`src/rtl/vga_fb_arbiter.sv`:
```
// vga_fb_arbiter: shares one single-port framebuffer RAM between VGA scan-out
// and two game-logic writers. Display reads take every fourth pixel clock of
// the visible area; writers get all remaining cycles, arbitrated round-robin.
`timescale 1ns/1ps
module vga_fb_arbiter #(
  parameter int ADDR_W  = 15,
  parameter int DATA_W  = 8,
  parameter int H_START = 144,
  parameter int V_START = 35,
  parameter int FB_W    = 160,
  parameter int FB_H    = 120
) (
  input  logic              clk,
  input  logic              rst_n,
  input  logic [9:0]        hCount,
  input  logic [9:0]        vCount,
  output logic [ADDR_W-1:0] mem_addr,
  output logic              mem_we,
  output logic [DATA_W-1:0] mem_wdata,
  input  logic [DATA_W-1:0] mem_rdata,
  output logic [DATA_W-1:0] pix_data,
  output logic              pix_valid,
  input  logic              wr0_valid,
  input  logic [ADDR_W-1:0] wr0_addr,
  input  logic [DATA_W-1:0] wr0_data,
  output logic              wr0_ready,
  input  logic              wr1_valid,
  input  logic [ADDR_W-1:0] wr1_addr,
  input  logic [DATA_W-1:0] wr1_data,
  output logic              wr1_ready,
  output logic              frame_start,
  output logic              wr_drop
);

  typedef enum logic {WAIT_SYNC, SCAN} state_e;

  localparam int FB_CELLS = FB_W * FB_H;

  state_e            state_q, state_d;
  logic              frame_start_q;
  logic              pix_valid_q;
  logic [DATA_W-1:0] pix_data_q;
  logic              rd_pend_q;     // a display read was issued last cycle
  logic              rr_ptr_q, rr_ptr_d;
  logic              wr_drop_q, wr_drop_d;

  // Screen-position decode. Reads are issued two clocks ahead of the pixel
  // they feed: one clock of RAM latency plus one for the pix_data register.
  logic              at_origin;
  logic              v_vis;
  logic              h_slot_range;
  logic              pix_window;
  logic              slot;
  logic [9:0]        h_rel;
  logic [9:0]        row_full;
  logic [ADDR_W-1:0] row_a;
  logic [ADDR_W-1:0] col_a;
  logic [ADDR_W-1:0] disp_addr;
  logic              grant0, grant1;
  logic              wr0_in_range, wr1_in_range;

  assign at_origin    = (hCount == 10'd0) && (vCount == 10'd0);
  assign v_vis        = (vCount >= 10'(V_START)) && (vCount <= 10'(V_START + 479));
  assign h_slot_range = (hCount >= 10'(H_START - 2)) && (hCount <= 10'(H_START + 637));
  assign pix_window   = (hCount >= 10'(H_START - 1)) && (hCount <= 10'(H_START + 638));
  assign h_rel        = hCount - 10'(H_START - 2);
  assign row_full     = (vCount - 10'(V_START)) >> 2;
  assign row_a        = ADDR_W'(row_full);
  assign col_a        = ADDR_W'(h_rel >> 2);
  // row*160 as shift-add; computed at full ADDR_W so the last row (119) fits.
  assign disp_addr    = (row_a << 7) + (row_a << 5) + col_a;
  assign slot         = (state_q == SCAN) && v_vis && h_slot_range && (h_rel[1:0] == 2'b00);

  // Arbitration looks only at valids and the pointer, never at addr/data.
  assign grant0       = wr0_valid && (!wr1_valid || !rr_ptr_q);
  assign grant1       = wr1_valid && (!wr0_valid ||  rr_ptr_q);
  assign wr0_in_range = wr0_addr < ADDR_W'(FB_CELLS);
  assign wr1_in_range = wr1_addr < ADDR_W'(FB_CELLS);

  // Next-state and memory-port mux: display slot first, then the granted writer.
  always_comb begin
    // NOTE: every output of this block gets a default first so no path can infer a latch.
    state_d   = state_q;
    rr_ptr_d  = rr_ptr_q;
    wr_drop_d = wr_drop_q;
    mem_addr  = '0;
    mem_we    = 1'b0;
    mem_wdata = '0;
    wr0_ready = 1'b0;
    wr1_ready = 1'b0;

    if (state_q == WAIT_SYNC && at_origin) state_d = SCAN;

    if (rst_n && !slot) begin
      if (grant0) begin
        wr0_ready = 1'b1;
        mem_addr  = wr0_addr;
        mem_wdata = wr0_data;
        mem_we    = wr0_in_range;
        if (!wr0_in_range) wr_drop_d = 1'b1;
      end else if (grant1) begin
        wr1_ready = 1'b1;
        mem_addr  = wr1_addr;
        mem_wdata = wr1_data;
        mem_we    = wr1_in_range;
        if (!wr1_in_range) wr_drop_d = 1'b1;
      end
      // Contention only: the pointer moves to whichever writer lost.
      if (wr0_valid && wr1_valid) rr_ptr_d = grant0;
    end else if (rst_n) begin
      mem_addr = disp_addr;
    end
  end

  // State and output registers with synchronous reset.
  always_ff @(posedge clk) begin
    // NOTE: sequential state uses non-blocking assignments so all registers update together.
    if (!rst_n) begin
      state_q       <= WAIT_SYNC;
      frame_start_q <= 1'b0;
      pix_valid_q   <= 1'b0;
      pix_data_q    <= '0;
      rd_pend_q     <= 1'b0;
      rr_ptr_q      <= 1'b0;
      wr_drop_q     <= 1'b0;
    end else begin
      state_q       <= state_d;
      frame_start_q <= at_origin;
      pix_valid_q   <= (state_q == SCAN) && v_vis && pix_window;
      rd_pend_q     <= slot;
      rr_ptr_q      <= rr_ptr_d;
      wr_drop_q     <= wr_drop_d;
      if (rd_pend_q) pix_data_q <= mem_rdata;
    end
  end

  assign frame_start = frame_start_q;
  assign pix_valid   = pix_valid_q;
  assign pix_data    = pix_data_q;
  assign wr_drop     = wr_drop_q;

endmodule
```
`config.mk`:
```
export PLATFORM = sky130hd
export DESIGN_NAME = vga_fb_arbiter
export DESIGN_NICKNAME = d
export VERILOG_FILES = /design/src/rtl/vga_fb_arbiter.sv
export SDC_FILE = /design/constraint.sdc
export NUM_CORES = 1
export LEC_CHECK = 0
export ABC_AREA = 1
export ABC_CLOCK_PERIOD_IN_PS = 5900
export CAP_MARGIN = 10
export CORE_MARGIN = 8
export CORE_UTILIZATION = 26
export CTS_CLUSTER_SIZE = 10
export DETAILED_ROUTE_END_ITERATION = 6
export GPL_ROUTABILITY_DRIVEN = 0
export HOLD_SLACK_MARGIN = 0.15
export SLEW_MARGIN = 40
export SYNTH_ARGS = -nofsm -noshare
export SYNTH_HDL_FRONTEND = slang
export SYNTH_SLANG_ARGS = --single-unit
```
`constraint.sdc`:
```
create_clock -name clk -period 5.9 [get_ports clk]
set_input_delay 0.59 -clock clk [delete_from_list [all_inputs] [get_ports clk]]
set_output_delay 0.59 -clock clk [all_outputs]
set_load 0.1 [all_outputs]
```
==> results of run 1 <==
==> state kept, by name, summed over array words and instances (netlist names) <==
| name | cells |
|---|---|
| rr_ptr_q | 1 |
| pix_data | 8 |
| rd_pend_q | 1 |
| pix_valid | 1 |
| frame_start | 1 |
| state_q | 1 |
| wr_drop | 1 |
==> per-layer routing <==
layer  GRT usage  part of all wire  up-vias
li1            -                 -     1354
met1       0.178              0.49     1105
met2       0.210              0.42      109
met3      0.0399             0.084        6
met4      0.0173            0.0078        0
met5           0                 0        -
==> power by group through the flow <==
stage / Sequential, W / Clock, W / Combinational [W]
floorplan: 0.000101 / 0 / 0.000210
global placement: 0.0000979 / 0 / 0.000321
detailed placement: 0.0000979 / 0 / 0.000315
CTS: 0.0000959 / 0.0000787 / 0.000317
global route: 0.0000959 / 0.0000820 / 0.000343
finish: 0.0000960 / 0.0000748 / 0.000316
==> cell type report <==
cell class                      count  area (µm²)
Timing Repair Buffer              115         983
Tap cell                          102         128
Inverter                           50         188
Clock buffer                        3        41.3
Sequential cell                    14         280
Multi-Input combinational cell    272        1540
Fill cell                         830        4520
==> stage by stage <==
step	worst slack [ns]	instance area, µm²	power [W]
4_1_cts	1.47	3160	0.000492
6_report	1.48	3160	0.000487
5_1_grt	1.24	3160	0.000521
3_5_place_dp	1.47	3120	0.000413
2_1_floorplan	0.591	2060	0.000311
3_3_place_gp	1.55	3270	0.000419
==> tightest hold or removal path, stage by stage, from the launching register on <==
cell,delay (ns)
dfxtp_1,0.32
nand2_1,0.06
nand2_1,0.04
==> path summary, 6_finish.rpt <==
check,startpoint,endpoint,slack [ns],depth (start not counted)
worst max-delay path,hCount[1],mem_addr[11],1.48,20
worst min register to register,state_q,state_q,0.47,2
worst min-delay path,state_q,state_q,0.47,2
worst max register to register,rr_ptr_q,wr_drop,4.37,6
==> cells in the final DEF (no fill, tap or decap), drive strengths merged <==
cell type      count
a21oi             10
a31o               1
a32o               8
and2               2
and3               1
buf               38
clkbuf             3
clkdlybuf4s50     77
clkinv             1
dfxtp             14
fa                 2
ha                16
inv               49
nand2            100
nand3             42
nand4              5
nor2              43
nor3b              1
nor4               1
o2111ai            1
o211ai             1
o21ai             20
o21bai             1
o221ai             2
o31ai              4
or2                3
xnor2              3
xor2               5
==> cell families (layout without fill, tap and decap cells) <==
family,Yosys count,after routing,synth area share
buf+inv,59,168,0.116
fa+ha+maj,18,18,0.117
compound gates,48,48,0.150
flops,14,14,0.136
xor+xnor,8,8,0.0340
simple gates,198,198,0.447
==> metrics list, run 1 <==
- RSZ-0062 raised after global routing: false
- 115 I/O pins were placed.
- EDFF count, synth: 0
- Data arrives at the worst endpoint at ~3.8 ns.
- For this design, the slowest cell found on the critical path is clkdlybuf4s50_1.
- Once detail routing completed, the nets flagged for antenna violations numbered 0.
- Via density per instance: around 4.6
* Cell-internal power: 0.000256 W
- For this run, the slowest stage of the critical path takes ~0.55 ns.
- Die extent in x: 105 µm
- Buffers inserted during clock tree synthesis total 3.
* Final period demand of the worst path: 4.42 ns
- The synthesized design contains 14 register bits.
* Share of the yosys chip area belonging to registers: 0.136
* Critical path's top delay family: adder cells
- Worst max-slew margin expressed relative to the limit: 0.562
- Of the total power, registers draw 0.197.
* DRC: 0
* Portion of the clock cycle consumed by the worst path in the final layout: 0.749
- Worst Setup Start Kind: input pin
- Switching share of power: 0.474
- The number of setup buffers added after CTS is 0.
- The worst-case IR drop observed on VDD is ~0.079 mV.
- Clock tree from TritonCTS: built
- Across the run, the number of max-cap violations was 0.
- Mapped Cells: 345
- Total routing usage reported by global routing: 0.133
- Pin count of the biggest net entering global routing: 33
- Path class of the lowest-slack min-delay path: reg -> reg
* Diode insertion count for antenna repair: 0
* Number of antenna violations at the first check in global routing: 0
- Before antenna repair, the detailed router went through 4 iterations.
- Cell Count, Final, Fillers Out: 556
* Max frequency: 0.226 GHz
- The tree is rooted in a clkbuf_8.
- For this design the total switching power over the nets is 0.000231 W.
- Post-synth top area share: 0.169
* Final routed wirelength across all metal layers: 7.78 mm
- Number of max-slew violations in the final report: 0
- Leading register cell type out of synthesis: dfxtp_1
* Gr ovfl total: 0
* Library cell occupying the most area in the post-synthesis netlist: nand2_1
- Port buffering added 114 buffers.
- Required time of the worst setup path: 5.31 ns
* CTS hold repair buffers: 0
* Clock Latency Late Sink: 0.24 ns
* Count of vias placed by the detailed router: 2574
- Clock skew on the completed layout was measured at between 0.007 and 0.008 ns.
* Number of placed instances with taps included: 553
* Wirelength per Cell: 14.0 µm
- Ordered list of cells on the worst path: clkdlybuf4s50_1 > ha_1 > nand2_2 > nand3_1 > nand2_1 > inv_1 > nand2_1 > nand3_1 > inv_1 > fa_1 > inv_1 > ha_1 > nand3_1 > nand3_1 > a21oi_1 > o21bai_1 > or2_2 > nand3_1 > nand2_1 > buf_4
- Maximum net fanout on the critical path: 4
- The net count of the finished layout is 552.
* Row count: 32
- Logic pwr share: 0.649
- Total half-perimeter wirelength after legalization and detailed placement: 6.49 mm
- Via count of the first global-routing pass: ~2400
- During synthesis, Yosys emitted a total of 0 warnings.
* Area overhead of the layout relative to synthesis: 53.4%
- At the pin with the least slew margin, the transition time is 0.656 ns.
* # H-tree levels: 1
- Clock tree sinks: 14
* Hold Slack: between 0.4 and 0.5 ns
- Run status: completed
- By count the netlist is led by nand2_1 (93), inv_1 (46), nand3_1 (40).
- Counting stages on the worst path, the most repeated cell is nand3_1.
* Unique masters post-synth: 36
- Setup violations remaining at the end of the flow were counted as 0.
* Vertical extent of the die: approximately 110 µm
* Clock power frac: 0.154
- LEAKAGE: 1.62 nW
- Fraction of registers with async set or reset after synthesis: 0
- Full die area: 11000 µm²
* Clock slew at the register clock pins of the worst setup and hold paths: 0.05 ns
* Type of element capturing the critical path: output port
- Once layout is complete, the utilization of the core stands at 0.411.
* Starting density of the core: 0.268
- After synthesis, the cell types taking the most area are nand2_1 (17%), dfxtp_1 (14%), ha_1 (9.7%).
- Setup tns final: 0 ns
* Post-synthesis instance area: 2060 µm²
* Worst setup path category: in -> out
* First-pass GRT wire length: 12.4 mm
- Post-synthesis net count: 441
- Final Hold Viols: 0
- Longest Clk Path Bufs: 2
- Worst path bufs/invs: 5
- Gates resized during post-CTS repair numbered 0.
- For this block, the initial DRC count from the detailed router was 103.
- Cell with the most instances after synthesis: nand2_1
* Post-synthesis average cell area: roughly 6 µm²
- Standard cell core area: around 7700 µm²
- Power Dens Cells: 154 nW/µm²
* Proportion of layout cells with a drive suffix above 1: 0.148
Power figures use the tool's default switching activity.
==> run 2, diff against run 1 <==
ABC_CLOCK_PERIOD_IN_PS = 4400   (was 5900)
clock period = 4.4 ns   (was 5.9 ns; I/O delays follow)
==> metrics list, run 2 (synthesized netlist as in run 1, its figures left out) <==
- The cell that appears most often on the critical path is nand3_1.
* Clock power frac: 0.176 (+0.022)
- LEAKAGE: 1.66 nW (+2.7%)
* Setup tns final: 0 ns (unchanged)
* Total half-perimeter wirelength after legalization and detailed placement: 6.45 mm (-0.49%)
- The height of the die came to 105 µm (unchanged).
- Switching power summed over all nets: 0.000315 W (+36%)
- Wirelength per Cell: 13.4 µm (-4.1%)
* Gr ovfl total: 0 (unchanged)
* Num ports: 115 (unchanged)
- The max-cap check violation count is 0 (unchanged).
- The core box area is 7690 µm² (unchanged).
- Starting density of the core: 0.268 (unchanged)
- Number of antenna violations at the first check in global routing: 0 (unchanged)
* Hold depth: 2 (unchanged)
- Clock Latency Late Sink: 0.24 ns (about the same)
* Total of endpoints with negative setup slack in the final report: 0 (unchanged)
- The power after layout is 0.000695 W (+43%).
- The number of hold buffers added after cts was 0 (unchanged).
- The total number of vias is 2524 (-1.9%).
- The number of clock buffers inserted by TritonCTS came to 3 (unchanged).
- Worst max-slew margin expressed relative to the limit: 0.585 (+0.0233)
* Required time of the worst setup path: 3.96 ns (-1.35 ns)
* Cell-internal power: 0.000380 W (+49%)
* Proportion of layout cells with a drive suffix above 1: 0.156 (+0.00847)
* Critical Path Slowest Stage Cell: fa_1
- Full die area: 11000 µm² (unchanged)
- Residual antenna-violating net count after detailed routing: 0 (unchanged)
- Row count: 32 (unchanged)
- Number of post-CTS setup repair buffers: 0 (unchanged)
- Max frequency: 0.246 GHz
- The tree is rooted in a clkbuf_8.
- On the critical path the largest part of the delay comes from adder cells.
- The number of antenna cells inserted was 0 (unchanged).
- Path class of the lowest-slack min-delay path: reg -> reg
* Power Dens Cells: 208 nW/µm² (+35%)
* Worst Setup Start Kind: input pin
- Clock tree sinks: 14 (unchanged)
- The logic depth of the worst register-to-register path is 6 (unchanged).
* Total number of cells along the worst setup path: 20 (unchanged)
- Die extent in x: 105 µm (unchanged)
- The total wirelength of the detailed-routed design came to 7.48 mm (-3.9%).
* Total routing usage reported by global routing: 0.132 (-0.00164)
* Logic pwr share: 0.639 (-0.010)
- The area growth from synthesis to layout is 61.8%.
* Maximum net fanout on the critical path: 4 (unchanged)
- Portion of the clock cycle consumed by the worst path in the final layout: 0.925
* Ordered list of cells on the worst path: clkdlybuf4s50_1 > ha_1 > nand2_2 > nand3_1 > nand2_1 > inv_1 > nand2_1 > nand3_1 > inv_1 > fa_1 > inv_1 > ha_1 > nand3_1 > nand3_1 > a21oi_1 > o21bai_1 > or2_2 > nand3_1 > nand2_1 > buf_12
- Via count of the first global-routing pass: 2491 (+2.2%)
* First-pass GRT wire length: 12.3 mm (-0.94%)
* Worst supply voltage drop on vdd: 0.127 mV (+61%)
- The CTS clock-pin slew for the worst setup and hold paths is 0.06 ns (about the same).
- The number of detailed-route iterations in the first pass was 4 (unchanged).
- The maximum number of pins on one net before global-route repair was 25 (-24%).
- The per-cell via count in the routed design came to 4.53 (-2.1%).
- Initial DRC count: 78 (-24%)
- The arrival time at the worst endpoint was 3.63 ns (-0.20 ns).
- Commonest non-fill, non-tap cell in the layout: nand2_1
- Worst path bufs/invs: 5 (unchanged)
- Worst setup path category: in -> out
- The number of gates given a new drive strength after cts came to 0 (unchanged).
- DRC: 0 (unchanged)
* Longest Clk Path Bufs: 2 (unchanged)
- The flip-flop count of the largest register, all copies and words added was 8 (unchanged).
- Final Hold Viols: 0 (unchanged)
- Clock tree from TritonCTS: built
* RSZ-0062 raised after global routing: false
- The final clock skew was 0.000951 ns (-0.00620 ns).
- Final nets: 552 (unchanged)
- Port Buf Inserts: 114 (unchanged)
* Transition at the pin with the smallest max-transition slack: 0.621 ns (-0.0349 ns)
- The fraction of power spent switching nets is 0.453 (-0.0217).
- The longest individual stage delay on the worst path came to 0.55 ns (about the same).
- The worst setup path is captured at an output port.
- Final period demand of the worst path: 4.07 ns
- The flow ran to the end, and the final reports show no timing, DRC or antenna violations.
- The sequential group share of total power came to 0.185 (-0.012).
- The library cells used most frequently in the layout, excluding fill and tap cells, are nand2_1 (93), clkdlybuf4s50_1 (77), inv_1 (46), nand3_1 (40), nor2_1 (33).
* Number of max-slew violations in the final report: 0 (unchanged)
- # H-tree levels: 1 (unchanged)
-- run 2: cell types whose count changed in the layout (fill, tap and decap cells not counted) --
cell	before	now
o31ai_1	4	1
buf_2	29	11
buf_12	0	8
buf_4	9	19
clkbuf_8	3	4
o31ai_2	0	3
-- run 2: final timing paths --
kind / start / end / slack [ns]
hold / removal: wr_drop / wr_drop / 0.45
hold reg to reg: wr_drop / wr_drop / 0.45
setup reg to reg: rr_ptr_q / wr_drop / 2.96
setup / recovery: hCount[1] / mem_addr[11] / 0.33
-- run 2: worst reg2reg max path, stage by stage, from the launching register on --
cell and delay [ns]:
dfxtp_1 0.34, inv_1 0.06, nand2_1 0.36, nand2_1 0.22, nand2_1 0.13, nand4_1 0.12
a21oi_1 0.15
-- run 2: power by group through the flow --
stage / Sequential, W / Combinational, W / Clock, W
6_report: 0.000129 / 0.000444 / 0.000122
5_1_grt: 0.000129 / 0.000484 / 0.000134
4_1_cts: 0.000129 / 0.000448 / 0.000125
3_5_place_dp: 0.000131 / 0.000445 / 0
3_3_place_gp: 0.000131 / 0.000445 / 0
2_1_floorplan: 0.000136 / 0.000285 / 0
-- run 2: layer usage --
| metal | up-vias | wire length (µm) | share of wire | global-route usage |
|---|---|---|---|---|
| li1 | 1348 | - | - | - |
| met1 | 1080 | 3820 | 0.51 | 0.181 |
| met2 | 94 | 3080 | 0.41 | 0.207 |
| met3 | 2 | 541 | 0.072 | 0.0326 |
| met4 | 0 | 27 | 0.0036 | 0.0153 |
| met5 | - | 0 | 0 | 0 |
-- run 2: final cells by class --
class / count / area, µm²
Clock buffer: 4 / 55.1
Sequential cell: 14 / 280
Inverter: 50 / 188
Tap cell: 102 / 128
Multi-Input combinational cell: 272 / 1560
Timing Repair Buffer: 115 / 1130
Fill cell: 810 / 4350
-- run 2: through the flow --
step	utilization	hold slack [ns]	std cells	area (µm²)	setup WS [ns]
6_report	0.434	0.453	557	3340	0.331
5_1_grt	0.434	0.492	557	3340	0.0854
4_1_cts	0.434	0.460	557	3340	0.317
3_5_place_dp	0.427	0.451	553	3280	0.319
3_3_place_gp	0.434	0.452	553	3340	0.374
2_1_floorplan	-	0.423	345	2080	0.254
==> run 3, diff against run 2 <==
CTS_CLUSTER_SIZE = not set   (was 10)
==> results of run 3 <==
Same layout as run 2: the final DEF is identical, and so are final timing and power.
